$ cat config.mk
export PLATFORM = sky130hd
export DESIGN_NAME = quad_gen_flat
export DESIGN_NICKNAME = d
export VERILOG_FILES = /design/src/rtl/quad_gen_if.sv /design/src/rtl/quad_gen.sv /design/src/flat_wrapper.sv
export SDC_FILE = /design/constraint.sdc
export NUM_CORES = 1
export LEC_CHECK = 0
export CAP_MARGIN = 20
export CORE_AREA = 4 4 129 131
export DETAILED_ROUTE_END_ITERATION = 6
export DIE_AREA = 0 0 133 135
export GPL_TIMING_DRIVEN = 1
export RECOVER_POWER = 50
export SYNTH_ARGS = -nofsm -noshare
export SYNTH_HDL_FRONTEND = slang
export SYNTH_SLANG_ARGS = --single-unit
$ cat constraint.sdc
create_clock -name clk_100MHz -period 7.5 [get_ports clk_100MHz]
set_clock_uncertainty 0.2 [all_clocks]
set_input_delay 1.875 -clock clk_100MHz [delete_from_list [all_inputs] [get_ports clk_100MHz]]
set_output_delay 1.875 -clock clk_100MHz [all_outputs]
set_load 0.01 [all_outputs]
$ cat src/rtl/quad_gen_if.sv
// -----------------------------------------------------------------------------
// quad_gen_if -- command channel of the quadrature pulse generator.
//
// Groups the valid/ready command handshake, the command payload and the abort
// request into one bundle.
//   cmd_valid  : command offered (master -> slave)
//   cmd_ready  : command can be accepted (slave -> master)
//   cmd_dir    : 1 = clockwise (A leads B), 0 = counter-clockwise
//   cmd_steps  : number of quadrature edges to emit, CNT_W bits
//   cmd_period : clocks between edges, DIV_W bits, 0 behaves as 1
//   abort      : terminate the running command
// -----------------------------------------------------------------------------
interface quad_gen_if #(
  parameter int CNT_W = 12,
  parameter int DIV_W = 16
);
  logic             cmd_valid;
  logic             cmd_ready;
  logic             cmd_dir;
  logic [CNT_W-1:0] cmd_steps;
  logic [DIV_W-1:0] cmd_period;
  logic             abort;

  modport master (
    output cmd_valid, cmd_dir, cmd_steps, cmd_period, abort,
    input  cmd_ready
  );

  modport slave (
    input  cmd_valid, cmd_dir, cmd_steps, cmd_period, abort,
    output cmd_ready
  );
endinterface

$ cat src/rtl/quad_gen.sv
// -----------------------------------------------------------------------------
// quad_gen -- quadrature pulse generator.
//
// Turns a commanded step count, direction and step period into registered A/B
// quadrature waveforms in the PmodENC format, and tracks a signed position.
//
// Ports:
//   clk_100MHz : system clock
//   reset_n    : asynchronous active-low reset
//   cmd        : quad_gen_if.slave command channel (valid/ready, dir, steps,
//                period, abort)
//   A, B       : quadrature outputs, registered
//   Z          : index pulse, registered (constant 0 without the index feature)
//   busy       : command in progress
//   done       : one-cycle completion pulse (normal end, abort or zero steps)
//   pos        : signed position counter, wraps modulo 2^CNT_W
//
// Optional feature: define QUAD_GEN_INDEX_EN to add the index counter, which
// wraps over INDEX_DIV edges and raises Z whenever the post-edge count is 0.
// -----------------------------------------------------------------------------
module quad_gen #(
  parameter int CNT_W     = 12,
  parameter int DIV_W     = 16,
  parameter int INDEX_DIV = 80
) (
  input  logic             clk_100MHz,
  input  logic             reset_n,
  quad_gen_if.slave        cmd,
  output logic             A,
  output logic             B,
  output logic             Z,
  output logic             busy,
  output logic             done,
  output logic [CNT_W-1:0] pos
);

  typedef enum logic {
    S_IDLE,
    S_RUN
  } state_t;

  state_t           state_q, state_d;

  logic             dir_q;
  logic [CNT_W-1:0] steps_q;    // edges still to emit
  logic [DIV_W-1:0] reload_q;   // P-1 for the running command
  logic [DIV_W-1:0] per_cnt_q;  // clocks until the next edge, 0 = edge due
  logic [DIV_W-1:0] reload_d;

  logic             accept;
  logic             edge_fire;
  logic             finish;

  // Period 0 is treated as 1, so both reload with 0 (an edge every clock).
  assign reload_d = (cmd.cmd_period == '0) ? '0 : cmd.cmd_period - DIV_W'(1);

  // ---------------------------------------------------------------------------
  // FSM state register
  // ---------------------------------------------------------------------------
  // NOTE: sequential state uses non-blocking assignments so every register
  // samples the pre-edge values, independent of process evaluation order.
  always_ff @(posedge clk_100MHz or negedge reset_n) begin
    if (!reset_n) state_q <= S_IDLE;
    else          state_q <= state_d;
  end

  // ---------------------------------------------------------------------------
  // FSM next state and control strobes
  // ---------------------------------------------------------------------------
  // NOTE: every signal written here gets a default first, so no path through
  // the case can leave one unassigned and infer a latch.
  always_comb begin
    state_d       = state_q;
    accept        = 1'b0;
    edge_fire     = 1'b0;
    finish        = 1'b0;
    busy          = 1'b0;
    cmd.cmd_ready = 1'b0;

    unique case (state_q)
      S_IDLE: begin
        cmd.cmd_ready = 1'b1;
        // abort has no meaning in IDLE; a command offered with it is taken.
        if (cmd.cmd_valid) begin
          accept = 1'b1;
          if (cmd.cmd_steps == '0) finish  = 1'b1;
          else                     state_d = S_RUN;
        end
      end

      S_RUN: begin
        busy = 1'b1;
        if (cmd.abort) begin
          // Abort wins over an edge due on the same clock.
          state_d = S_IDLE;
          finish  = 1'b1;
        end else if (per_cnt_q == '0) begin
          edge_fire = 1'b1;
          if (steps_q == CNT_W'(1)) begin
            state_d = S_IDLE;
            finish  = 1'b1;
          end
        end
      end

      default: state_d = S_IDLE;
    endcase
  end

  // ---------------------------------------------------------------------------
  // Command latch, step counter and period counter
  // ---------------------------------------------------------------------------
  always_ff @(posedge clk_100MHz or negedge reset_n) begin
    if (!reset_n) begin
      dir_q     <= 1'b0;
      steps_q   <= '0;
      reload_q  <= '0;
      per_cnt_q <= '0;
    end else if (accept) begin
      dir_q     <= cmd.cmd_dir;
      steps_q   <= cmd.cmd_steps;
      reload_q  <= reload_d;
      per_cnt_q <= reload_d;
    end else if (edge_fire) begin
      steps_q   <= steps_q - CNT_W'(1);
      per_cnt_q <= reload_q;
    end else if (state_q == S_RUN) begin
      per_cnt_q <= per_cnt_q - DIV_W'(1);
    end
  end

  // ---------------------------------------------------------------------------
  // Quadrature outputs, position and completion pulse
  // ---------------------------------------------------------------------------
  // The phase is never reset between commands: each command continues the
  // Gray sequence from the current AB value.
  //   clockwise        AB: 00 -> 10 -> 11 -> 01 -> 00   (next = {~B, A})
  //   counter-clockwise AB: 00 -> 01 -> 11 -> 10 -> 00  (next = {B, ~A})
  always_ff @(posedge clk_100MHz or negedge reset_n) begin
    if (!reset_n) begin
      A    <= 1'b0;
      B    <= 1'b0;
      pos  <= '0;
      done <= 1'b0;
    end else begin
      done <= finish;
      if (edge_fire) begin
        if (dir_q) begin
          A   <= ~B;
          B   <= A;
          pos <= pos + CNT_W'(1);
        end else begin
          A   <= B;
          B   <= ~A;
          pos <= pos - CNT_W'(1);
        end
      end
    end
  end

  // ---------------------------------------------------------------------------
  // Optional index pulse
  // ---------------------------------------------------------------------------
`ifdef QUAD_GEN_INDEX_EN
  localparam int IDX_W = (INDEX_DIV > 1) ? $clog2(INDEX_DIV) : 1;
  localparam logic [IDX_W-1:0] IDX_MAX = IDX_W'(INDEX_DIV - 1);

  logic [IDX_W-1:0] idx_q, idx_d;

  always_comb begin
    if (dir_q) idx_d = (idx_q == IDX_MAX) ? '0 : idx_q + IDX_W'(1);
    else       idx_d = (idx_q == '0) ? IDX_MAX : idx_q - IDX_W'(1);
  end

  // Z only moves on edges, so it holds its value between them.
  always_ff @(posedge clk_100MHz or negedge reset_n) begin
    if (!reset_n) begin
      idx_q <= '0;
      Z     <= 1'b0;
    end else if (edge_fire) begin
      idx_q <= idx_d;
      Z     <= (idx_d == '0);
    end
  end
`else
  // Index logic compiled out; INDEX_DIV has no effect in this build.
  logic unused_index_div;
  assign unused_index_div = ^INDEX_DIV;
  assign Z = 1'b0;
`endif

endmodule
$ cat src/flat_wrapper.sv
// flat-port wrapper written by rule: the top's interface ports become plain ports
module quad_gen_flat 
#(
  parameter int CNT_W     = 12,
  parameter int DIV_W     = 16,
  parameter int INDEX_DIV = 80
)
  (clk_100MHz, reset_n, A, B, Z, busy, done, pos, cmd_cmd_valid, cmd_cmd_dir, cmd_cmd_steps, cmd_cmd_period, cmd_abort, cmd_cmd_ready);
  quad_gen_if #(.CNT_W(CNT_W), .DIV_W(DIV_W)) cmd_i ();
  input  logic clk_100MHz;
  input  logic reset_n;
  output logic A;
  output logic B;
  output logic Z;
  output logic busy;
  output logic done;
  output logic [CNT_W-1:0] pos;
  input wire logic [$bits(cmd_i.cmd_valid)-1:0] cmd_cmd_valid;
  input wire logic [$bits(cmd_i.cmd_dir)-1:0] cmd_cmd_dir;
  input wire logic [$bits(cmd_i.cmd_steps)-1:0] cmd_cmd_steps;
  input wire logic [$bits(cmd_i.cmd_period)-1:0] cmd_cmd_period;
  input wire logic [$bits(cmd_i.abort)-1:0] cmd_abort;
  output wire logic [$bits(cmd_i.cmd_ready)-1:0] cmd_cmd_ready;
  assign cmd_i.cmd_valid = cmd_cmd_valid;
  assign cmd_i.cmd_dir = cmd_cmd_dir;
  assign cmd_i.cmd_steps = cmd_cmd_steps;
  assign cmd_i.cmd_period = cmd_cmd_period;
  assign cmd_i.abort = cmd_abort;
  assign cmd_cmd_ready = cmd_i.cmd_ready;
  quad_gen #(.CNT_W(CNT_W), .DIV_W(DIV_W), .INDEX_DIV(INDEX_DIV)) u_core (.clk_100MHz(clk_100MHz), .reset_n(reset_n), .cmd(cmd_i), .A(A), .B(B), .Z(Z), .busy(busy), .done(done), .pos(pos));
endmodule
# After elaboration in Yosys (flattened, before gate mapping)
# Index checks and enable logic that the tools add are counted.
classes:
  muxes: 28
  n_reduce_logical: 5
  n_eq_ne: 1
  multipliers: 0
  bitwise: 3
  add_sub_neg: 5
  n_div: 0
  shifts: 0
  order_cmp: 0
ops:
  columns: ["operator", "n"]
  rows:
  - ["$mux W16", 4]
  - ["$mux W12", 3]
  - ["$logic_not A16 Y1", 2]
  - ["$sub A16 B1 Y16 const B", 2]
  - ["$sub A12 B1 Y12 const B", 2]
  - ["$mux W1", 19]
  - ["$add A12 B1 Y12 const B", 1]
  - ["$eq A12 B1 Y1 const B", 1]
  - ["$logic_not A12 Y1", 1]
  - ["$pmux W1 S2", 2]
  - ["$not A1 Y1", 3]
  - ["$reduce_bool A3 Y1", 1]
  - ["$reduce_bool A2 Y1", 1]
totals:
  inputBits: 33
  latch_bits: 0
  ram_bits: 0
  mem_count: 0
  regBits: 61
  romBits: 0
  wordCells: 51
  output_inout_bits: 18

# Depth between registers and ports, before layout
# Gate-level depths: netlist of run 1.
logic_depth:
  ltp_word: 6
  ltp_mapped: 10
  mapped_depth_nobuf: 8

# Least setup slack after synthesis of run 1
# OpenSTA, ideal clock, no wires.
synth_timing:
  path_kind: "input to register"
  startpoint: "input port cmd_cmd_period[0]"
  endpoint: "register u_core.per_cnt_q[9]"
  cell_stages: 9
  arrival_time_ns: 3.530
  setup_time_ns: 0.140
  slack_ns: 3.630
  path_cell_list: "inv_1 ha_1 nor3b_1 and3_1 a21o_1 clkbuf_1 a21oi_1 a31oi_1 o21ai_0"
synth_between:
  elab_chain_len: 3
  elab_cells_between_ends: 4
  cone_classes: "1 x add/sub; 2 x mux; 1 x reduce/logical"
synth_rtl:
  columns: ["item", "line_no", "rtl"]
  rows:
  - ["start, declared", "flat_wrapper.sv:21", "input wire logic [$bits(cmd_i.cmd_period)-1:0] cmd_cmd_period;"]
  - ["$sub A16 B1 Y16 / $logic_not A16 Y1 (equally long branches)", "quad_gen.sv:55", "assign reload_d = (cmd.cmd_period == '0) ? '0 : cmd.cmd_period - DIV_W'(1);"]
  - ["$mux W16 *", "quad_gen.sv:55", null]
  - ["$mux W16 *", "quad_gen.sv:119", "end else if (accept) begin"]
  - ["end signal, assigned", "quad_gen.sv:123", "per_cnt_q <= reload_d;"]
  - ["end signal, assigned", "quad_gen.sv:126", "per_cnt_q <= reload_q;"]
  - ["end signal, assigned", "quad_gen.sv:128", "per_cnt_q <= per_cnt_q - DIV_W'(1);"]
  - ["end, declared", "quad_gen.sv:47", "logic [DIV_W-1:0] per_cnt_q;"]
# Every way passes the cells marked *; elsewhere a longest branch is shown, timed or not.
# A chain may end at the register's enable or synchronous reset.

==> summary.txt, run 1 <==
Die Area -> 18000 µm²
Tmin final -> 4.91 ns
top post-synthesis cells by area -> dfrtp_1 40%, ha_1 4.9%, nand2_1 4.9%
Seq/Total Area, Yosys -> 40.2%
crit start category -> input pin
All-Layer GR Usage -> 11.2%
router iterations before antenna repair -> 5
CTS H-tree depth -> 3
delay-heaviest family, CP -> buffers and inverters
violated checks -> capacitance limit, slew limit
synthesis warning total -> 0
status -> finished with violations
Die H -> 135 µm
LEAKAGE -> 2.03 nW
sequential share of power -> 39.1%
vias per inst -> 4.88
Cells after DPL -> 677
vias in the first global route -> 3262
IO Count -> 51
maximum clock path buffer count -> 2
hpwl dp -> 7.08 mm
Post-CTS Hold Fix Bufs -> 0
fin util -> 30.9%
Final Hold Fails -> 0
largest net degree at the start of global routing -> 62
worst-margin pin slew -> 3.39 ns
Switching Share -> 31.3%
Slew Limit Headroom -> -126%
Crit path largest cell delay -> 2.36 ns
critical path's slowest cell -> clkbuf_1
Int Pwr -> 0.808 mW
mapped cell area -> 3800 µm²
max frequency -> 204 MHz
Clock transition at path regs -> 0.05 ns
GRT Max-Usage Layer -> met2
Placer Congestion -> 0.855
met2 Track Usage GR -> 17.3%
Fill cells -> 1626
Primary FF master, synth -> dfrtp_1
GRT Residual Overflow -> 0
DRT antenna net count -> 0
WP data arrival -> 4.38 ns
via count -> 3384
row cnt -> 46
WP data required -> 6.97 ns
Comb pwr share -> 22.6%
DRT iter0 DRCs -> 227
pins over their slew limit -> 98
Distinct cells, synth -> 57
Post-synth EDFFs -> 0
Worst Path Max Fanout -> 61
most frequent cell after synthesis -> dfrtp_1
RSZ-0062 raised after global routing -> false
switching power -> 0.368 mW
Final #Nets -> 521
worst vdd ir -> 0.115 mV
port bufs -> 49
Yosys reg bits -> 61
antenna violations before repair -> 0
Final Cell Area -> 4810 µm²
initial core utilization -> 24.3%
Min-Delay Path Class -> flip-flop to flip-flop
WS Path Type -> input pin to async pin
CTS Sinks -> 61
Syn Inst Count -> 428
Tcrit/Tclk final -> 65.5%
Worst setup EP type -> async pin
met1 Use GR -> 15.6%
CORE AREA -> 15600 µm²
Cell Area, Placed -> 4500 µm²
width of the die -> 133 µm
# diodes -> 0
Post-Route WL -> 9.98 mm
setup violators final -> 0
area leader, netlist -> dfrtp_1
PwrDens -> 244 nW/µm²
Clock power frac -> 38.3%
Post-CTS Setup Inserts -> 0
mean post-synth cell area -> 8.87 µm²
Setup TNS Final -> 0 ns
MaxCap Viol Count -> 2
CTS-repair resized insts -> 0
share of cells above drive strength 1 -> 6.71%
fraction of registers with async set/reset -> 100%
CP Buf/Inv Count -> 2
# DRC -> 0
Synth-to-Final Area Change -> 26.8%
synth cell count leaders -> 61 x dfrtp_1, 50 x nand2_1, 36 x o21ai_0
CP Cell Sequence -> buf_2 > clkbuf_1
syn_nets -> 477
Num CTS Buffers -> 9
first-pass GRT wire length -> 16.5 mm
CTS root buf -> clkbuf_16
total power -> 1.18 mW
share of Yosys cell area claimed by the top area cell type -> 40.2%
Skew-Pair Late Insertion Delay -> 0.33 ns
wire per inst -> 14.4 µm
met3 GRT Util -> 2.01%
CTS tree -> yes
fin cells -> 693
stage by stage:
step | hold WS, ns | setup WS (ns)
floorplan | 0.244 | 3.63
detailed placement | 0.261 | 2.74
CTS | 0.274 | 3.10
global placement | 0.255 | 2.82
global route | 0.283 | 1.75
finish | 0.270 | 2.59
power groups by stage:
stage	combinational, mW	clock [mW]	sequential (mW)
global route	0.298	0.474	0.468
detailed placement	0.265	0	0.462
global placement	0.258	0	0.460
floorplan	0.195	0	0.440
finish	0.265	0.451	0.459
CTS	0.268	0.459	0.458
layer usage:
layer | wire, µm | up-vias
met5 | 0 | -
met2 | 4420 | 105
met4 | 156 | 0
met3 | 570 | 16
li1 | - | 1659
met1 | 4840 | 1604
worst paths after layout:
kind | slack [ns] | from | endpoint | cells after the start
worst max-delay path | 2.59 | reset_n | u_core.reload_q[4]$_DFFE_PN0P_ | 2
worst min-delay path | 0.27 | u_core.pos[11]$_DFFE_PN0P_ | u_core.pos[11]$_DFFE_PN0P_ | 1
worst max register to register | 3.94 | u_core.per_cnt_q[7]$_DFFE_PN0P_ | u_core.steps_q[5]$_DFFE_PN0P_ | 6
worst min register to register | 0.27 | u_core.pos[11]$_DFFE_PN0P_ | u_core.pos[11]$_DFFE_PN0P_ | 1
max in group clk_100MHz | 3.09 | cmd_abort | u_core.steps_q[5]$_DFFE_PN0P_ | 6
min in group asynchronous | 2.57 | reset_n | u_core.pos[7]$_DFFE_PN0P_ | 2
state kept, by name, summed over array words and instances (netlist names):
register,flops
u_core.per_cnt_q,16
u_core.reload_q,16
u_core.pos,12
u_core.steps_q,12
u_core.A,1
u_core.B,1
u_core.dir_q,1
u_core.done,1
u_core.state_q,1
cells by family (layout without fill, tap and decap cells):
logic type	Yosys count	in the layout	synth area share [%]
XOR/XNOR	29	29	6.69
flip-flops	61	61	40.2
adder cells (fa/ha/maj)	16	16	5.47
buffers and inverters	35	84	3.62
other	1	1	0.0988
AND/OR/NAND/NOR	149	149	19.6
AO/OA/AOI/OAI	133	133	23.2
multiplexers	4	4	1.12
final cells by class:
| type | instances | area [µm²] | share of cell area, % |
|---|---|---|---|
| repair buffers | 52 | 500 | 10.4 |
| inverters | 16 | 60.1 | 1.25 |
| multi-input cells | 332 | 2130 | 44.3 |
| clock inverters | 7 | 98.8 | 2.05 |
| clock buffers | 9 | 225 | 4.68 |
| well taps | 216 | 270 | 5.61 |
| flip-flops and latches | 61 | 1530 | 31.7 |
placed cells by master, fill, tap and decap left out, drive strengths merged, types with 3 or more instances in the layout:
| cell | synthesis | layout |
|---|---|---|
| a211oi | 4 | 4 |
| a21o | 13 | 13 |
| a21oi | 25 | 25 |
| a221o | 4 | 4 |
| a31oi | 5 | 5 |
| and3 | 4 | 4 |
| clkbuf | 16 | 11 |
| clkdlybuf4s50 | 0 | 41 |
| clkinv | 0 | 3 |
| dfrtp | 61 | 61 |
| dlygate4sd3 | 0 | 7 |
| ha | 15 | 15 |
| inv | 16 | 17 |
| nand2 | 50 | 50 |
| nand2b | 5 | 5 |
| nand3 | 7 | 7 |
| nor2 | 33 | 33 |
| nor3 | 14 | 14 |
| nor4 | 11 | 11 |
| o211ai | 7 | 7 |
| o21ai | 37 | 37 |
| o21bai | 4 | 4 |
| o22a | 4 | 4 |
| o22ai | 3 | 3 |
| o311ai | 3 | 3 |
| o31ai | 5 | 5 |
| or2 | 4 | 4 |
| or3 | 6 | 6 |
| or4 | 5 | 5 |
| xnor2 | 16 | 16 |
| xor2 | 13 | 13 |
Note: power is estimated with default switching activity, not from simulation.
==> run 2, diff against run 1 <==
==> constraint.sdc (replaced) <==
create_clock -name clk_100MHz -period 4.1 [get_ports clk_100MHz]
set_clock_uncertainty 0.2 [all_clocks]
set_input_delay 1.025 -clock clk_100MHz [delete_from_list [all_inputs] [get_ports clk_100MHz]]
set_output_delay 1.025 -clock clk_100MHz [all_outputs]
set_load 0.01 [all_outputs]
==> run 2 against run 1 <==
  * The flow still finishes with violations (capacitance limit, slew limit)
  * Register-to-register slack got worse by 2.7 ns
  * Combinational power is 88% higher
  * Non-clock buffer count rose by 6
  * Utilization increased by 0.13 points
  * Sequential power up 81%
  * Worst hold slack improved by 0.0013 ns
  * Largest cell class unchanged
  * Largest power group unchanged
==> summary.txt, run 2 (synthesis results as in run 1) <==
status -> finished with violations
violated checks -> capacitance limit, slew limit
Synth-to-Final Area Change -> 27.3%
worst vdd ir -> 0.202 mV
IO Count -> 51
Final Hold Fails -> 0
Cell Area, Placed -> 4540 µm²
Min-Delay Path Class -> flip-flop to flip-flop
width of the die -> 133 µm
CTS-repair resized insts -> 0
worst hold margin -> 0.271 ns
pre-CTS WS -> 0.522 ns
Die Area -> 18000 µm²
CP Cell Sequence -> clkdlybuf4s50_1 > inv_1 > ha_1 > nor3b_1 > and3_1 > a21o_1 > nor2_1 > o31ai_1 > nand2_1
sequential share of power -> 39.7%
most frequent cells in the layout -> 61 x dfrtp_1, 50 x nand2_1, 40 x clkdlybuf4s50_1, 36 x o21ai_0, 33 x nor2_1
Tmin final -> 3.27 ns
max frequency -> 305 MHz
WP data arrival -> 3.28 ns
Int Pwr -> 1.44 mW
# diodes -> 0
WS Path Type -> input pin to flip-flop
CTS H-tree depth -> 3
crit start category -> input pin
largest net degree at the start of global routing -> 41
Switching Share -> 30.9%
Placer Congestion -> 0.838
Clock power frac -> 36.4%
largest registers -> u_core.per_cnt_q x16, u_core.reload_q x16
Post-CTS Hold Fix Bufs -> 0
Worst setup EP type -> flip-flop
LEAKAGE -> 2.06 nW
Crit path largest cell delay -> 0.48 ns
Tcrit/Tclk final -> 79.8%
RSZ-0062 raised after global routing -> false
share of cells above drive strength 1 -> 7.47%
total power -> 2.09 mW
Clock transition at path regs -> 0.05 ns
Cells after DPL -> 683
Skew-Pair Late Insertion Delay -> 0.33 ns
Post-CTS Setup Inserts -> 0
CTS tree -> yes
Comb pwr share -> 23.8%
MaxCap Viol Count -> 1
setup violators final -> 0
hpwl dp -> 7.42 mm
vias in the first global route -> 3435
All-Layer GR Usage -> 11.9%
Setup TNS Final -> 0 ns
via count -> 3394
wire per inst -> 14.6 µm
WP data required -> 4.11 ns
fin util -> 31.0%
GRT Residual Overflow -> 0
maximum clock path buffer count -> 2
Fill cells -> 1641
Final Cell Area -> 4830 µm²
router iterations before antenna repair -> 5
DRT iter0 DRCs -> 286
pins over their slew limit -> 34
port bufs -> 49
PwrDens -> 432 nW/µm²
Num CTS Buffers -> 9
fin cells -> 698
DRT antenna net count -> 0
row cnt -> 46
worst-margin pin slew -> 1.85 ns
critical path's slowest cell -> clkdlybuf4s50_1
CTS Sinks -> 61
most common cell after layout, fill and taps aside -> dfrtp_1
Post-Route WL -> 10.2 mm
CTS root buf -> clkbuf_16
vias per inst -> 4.86
CORE AREA -> 15600 µm²
Final #Nets -> 527
Die H -> 135 µm
initial core utilization -> 24.3%
first-pass GRT wire length -> 17.3 mm
antenna violations before repair -> 0
# DRC -> 0
Slew Limit Headroom -> -23.1%
switching power -> 0.647 mW
PnR worst setup slack -> 0.827 ns
Worst Path Max Fanout -> 15
## run 2: critical path: cells and delay by family
| kind | cells | cell delay [ns] |
|---|---|---|
| fa+ha+maj | 1 | 0.17 |
| compound gates | 2 | 0.67 |
| buf+inv | 2 | 0.57 |
| simple gates | 4 | 0.83 |
## run 2: power by group through the flow
stage	clock [mW]	sequential, mW	combinational [mW]
finish	0.761	0.830	0.498
global route	0.815	0.848	0.565
CTS	0.783	0.828	0.503
detailed placement	0	0.838	0.499
global placement	0	0.830	0.482
floorplan	0	0.804	0.356
## run 2: layout make-up
cell class	count	area, µm²	share of cell area [%]
repair buffers	58	544	11.3
clock buffers	11	253	5.23
clock inverters	4	47.5	0.983
multi-input cells	332	2130	44.1
flip-flops and latches	61	1530	31.6
well taps	216	270	5.59
inverters	16	60.1	1.24
## run 2: metal layers
metal / vias to the layer above / global-route usage [%] / part of all wire, %
li1: 1674 / - / -
met1: 1623 / 16.4 / 48
met2: 90 / 18.3 / 45
met3: 7 / 2.53 / 6.4
met4: 0 / 4.56 / 0.95
met5: - / 0 / 0
## run 2: final timing paths
kind,startpoint,cells past startpoint,slack (ns),endpoint
worst max-delay path,cmd_cmd_period[0],9,0.83,u_core.per_cnt_q[11]$_DFFE_PN0P_
worst min-delay path,u_core.reload_q[9]$_DFFE_PN0P_,1,0.27,u_core.reload_q[9]$_DFFE_PN0P_
worst max register to register,u_core.per_cnt_q[7]$_DFFE_PN0P_,6,1.24,u_core.steps_q[11]$_DFFE_PN0P_
worst min register to register,u_core.reload_q[9]$_DFFE_PN0P_,1,0.27,u_core.reload_q[9]$_DFFE_PN0P_
max in group asynchronous,reset_n,2,1.13,u_core.per_cnt_q[14]$_DFFE_PN0P_
min in group asynchronous,reset_n,1,1.00,u_core.pos[8]$_DFFE_PN0P_
==> run 3, diff against run 2 <==
==> constraint.sdc (replaced) <==
create_clock -name clk_100MHz -period 3.3 [get_ports clk_100MHz]
set_clock_uncertainty 0.2 [all_clocks]
set_input_delay 0.825 -clock clk_100MHz [delete_from_list [all_inputs] [get_ports clk_100MHz]]
set_output_delay 0.825 -clock clk_100MHz [all_outputs]
set_load 0.01 [all_outputs]
==> run 3 against run 2 <==
  * The run still ends with capacitance limit, slew limit left
  * Clock power grew 10%
  * Worst setup slack lost 0.36 ns
  * Sequential cell count is the same
  * Cell area grew 0.65%
  * Utilization grew 0.20 points
  * Non-clock buffer count grew 8
  * Final cell count grew 1.3%
  * First-iteration DRC count shrank 8.7%
  * Sequential share of layout area shrank 0.20 points
  * Register-to-register slack lost 0.76 ns
  * Highest routed layer unchanged
==> summary.txt, run 3 (synthesis results as in run 1) <==
hpwl dp -> 7.31 mm
DRT iter0 DRCs -> 261
DRT antenna net count -> 0
width of the die -> 133 µm
Critical Path End -> u_core.per_cnt_q[2]$_DFFE_PN0P_
Hold Crit Depth -> 1
Synth-to-Final Area Change -> 28.1%
most frequent cells in the layout -> 61 x dfrtp_1, 50 x nand2_1, 42 x clkdlybuf4s50_1, 36 x o21ai_0, 33 x nor2_1
R2R Setup Slk -> 0.48 ns
port bufs -> 49
pins over their slew limit -> 62
Clock transition at path regs -> 0.06 ns
Die Area -> 18000 µm²
Final #Nets -> 535
Final Hold Fails -> 0
Post-Route WL -> 9.89 mm
register area -> 1530 µm²
router iterations before antenna repair -> 4
setup violators final -> 0
fin cells -> 707
cells on worst reg2reg path -> 8
Worst setup EP type -> flip-flop
WS Path Type -> input pin to flip-flop
CTS Sinks -> 61
Cell Area, Placed -> 4620 µm²
CP Cell Sequence -> clkdlybuf4s50_1 > inv_1 > ha_1 > nor3b_1 > and3_1 > a21o_1 > buf_4 > o21ai_0 > o22a_1
Cells after DPL -> 691
Skew-Pair Late Insertion Delay -> 0.33 ns
most common cell after layout, fill and taps aside -> dfrtp_1
# DRC -> 0
Post-CTS Setup Inserts -> 0
Worst Setup SP -> cmd_cmd_period[1]
Post-CTS Hold Fix Bufs -> 0
GRT Residual Overflow -> 0
CTS H-tree depth -> 3
MaxCap Viol Count -> 1
Tmin final -> 2.83 ns
total power -> 2.49 mW
Critical R2R Capture -> u_core.per_cnt_q[14]$_DFFE_PN0P_
Placer Congestion -> 0.782
Die H -> 135 µm
CTS root buf -> clkbuf_16
Comb pwr share -> 25.1%
RSZ-0062 raised after global routing -> false
initial core utilization -> 24.3%
row cnt -> 46
max frequency -> 353 MHz
crit start category -> input pin
IO Count -> 51
first-pass GRT wire length -> 16.7 mm
share of cells above drive strength 1 -> 8.96%
largest registers -> u_core.per_cnt_q x16, u_core.reload_q x16
Min-Delay Path Class -> flip-flop to flip-flop
vias per inst -> 4.80
antenna violations before repair -> 0
maximum clock path buffer count -> 2
All-Layer GR Usage -> 11.4%
Worst Path Max Fanout -> 9
critical path's slowest cell -> clkdlybuf4s50_1
Crit path largest cell delay -> 0.45 ns
WP data required -> 3.32 ns
LEAKAGE -> 2.08 nW
PwrDens -> 512 nW/µm²
CORE AREA -> 15600 µm²
WP data arrival -> 2.84 ns
Slew Limit Headroom -> -6.16%
worst vdd ir -> 0.274 mV
violated checks -> capacitance limit, slew limit
Tcrit/Tclk final -> 85.7%
largest net degree at the start of global routing -> 62
Setup TNS Final -> 0 ns
Multi-input gate area -> 2130 µm²
worst-margin pin slew -> 1.59 ns
CTS tree -> yes
wire per inst -> 14.0 µm
via count -> 3391
# diodes -> 0
Switching Share -> 32.3%
Num CTS Buffers -> 9
status -> finished with violations
vias in the first global route -> 3292
Int Pwr -> 1.69 mW
switching power -> 0.806 mW
sequential share of power -> 41.3%
Fill cells -> 1657
Clock power frac -> 33.6%
CTS-repair resized insts -> 0
Final Cell Area -> 4870 µm²
Worst R2R Start -> u_core.per_cnt_q[0]$_DFFE_PN0P_
## run 3: cell count changes in the layout (fill, tap and decap cells not counted), moves of 2 or more
cell,change
clkbuf_8,-2
buf_4,+7
clkdlybuf4s50_1,+2
clkinv_2,+2
dlygate4sd3_1,-2
## run 3: cell type report
cell class	instances	share of cell area [%]
flip-flops and latches	61	31.4
well taps	216	5.55
repair buffers	66	12.7
clock buffers	11	4.78
inverters	16	1.23
multi-input cells	332	43.8
clock inverters	5	0.566
## run 3: power by group through the flow
stage	clock network, mW	registers (mW)	logic (mW)
after detailed placement	0	1.04	0.632
final	0.838	1.03	0.625
after floorplan	0	0.999	0.442
after CTS	0.859	1.03	0.636
after global placement	0	1.03	0.619
after global routing	0.899	1.05	0.705
## run 3: per-stage QoR
step / hold slack (ns) / setup WS [ns] / utilization, %
after floorplan: 0.244 / 0.480 / -
after global routing: 0.282 / 0.200 / 31.2
final: 0.266 / 0.471 / 31.2
after detailed placement: 0.265 / 0.141 / 29.6
after CTS: 0.273 / 0.486 / 31.3
after global placement: 0.260 / 0.171 / 29.6
## run 3: worst min-delay path by stage
stage / startpoint / end / slack [ns]
6_report: u_core.pos[11]$_DFFE_PN0P_ / u_core.pos[11]$_DFFE_PN0P_ / 0.27
5_1_grt: u_core.pos[11]$_DFFE_PN0P_ / u_core.pos[11]$_DFFE_PN0P_ / 0.28
4_1_cts: u_core.pos[11]$_DFFE_PN0P_ / u_core.pos[11]$_DFFE_PN0P_ / 0.27
3_5_place_dp: u_core.reload_q[15]$_DFFE_PN0P_ / u_core.reload_q[15]$_DFFE_PN0P_ / 0.26
3_3_place_gp: u_core.reload_q[6]$_DFFE_PN0P_ / u_core.reload_q[6]$_DFFE_PN0P_ / 0.26
2_1_floorplan: u_core.reload_q[9]$_DFFE_PN0P_ / u_core.reload_q[9]$_DFFE_PN0P_ / 0.24
## run 3: routing by layer
layer	global-route usage [%]	vias up	routed length (µm)
met5	0	-	0
met4	4.85	0	144
met3	1.97	10	562
met2	17.5	80	4420
met1	15.8	1618	4760
li1	-	1683	-
## run 3: worst max-delay path: cells and delay by family
family	cells	cell delay [ns]
AND/OR/NAND/NOR	2	0.61
buffers and inverters	3	0.72
adder cells (fa/ha/maj)	1	0.17
AO/OA/AOI/OAI	3	0.51
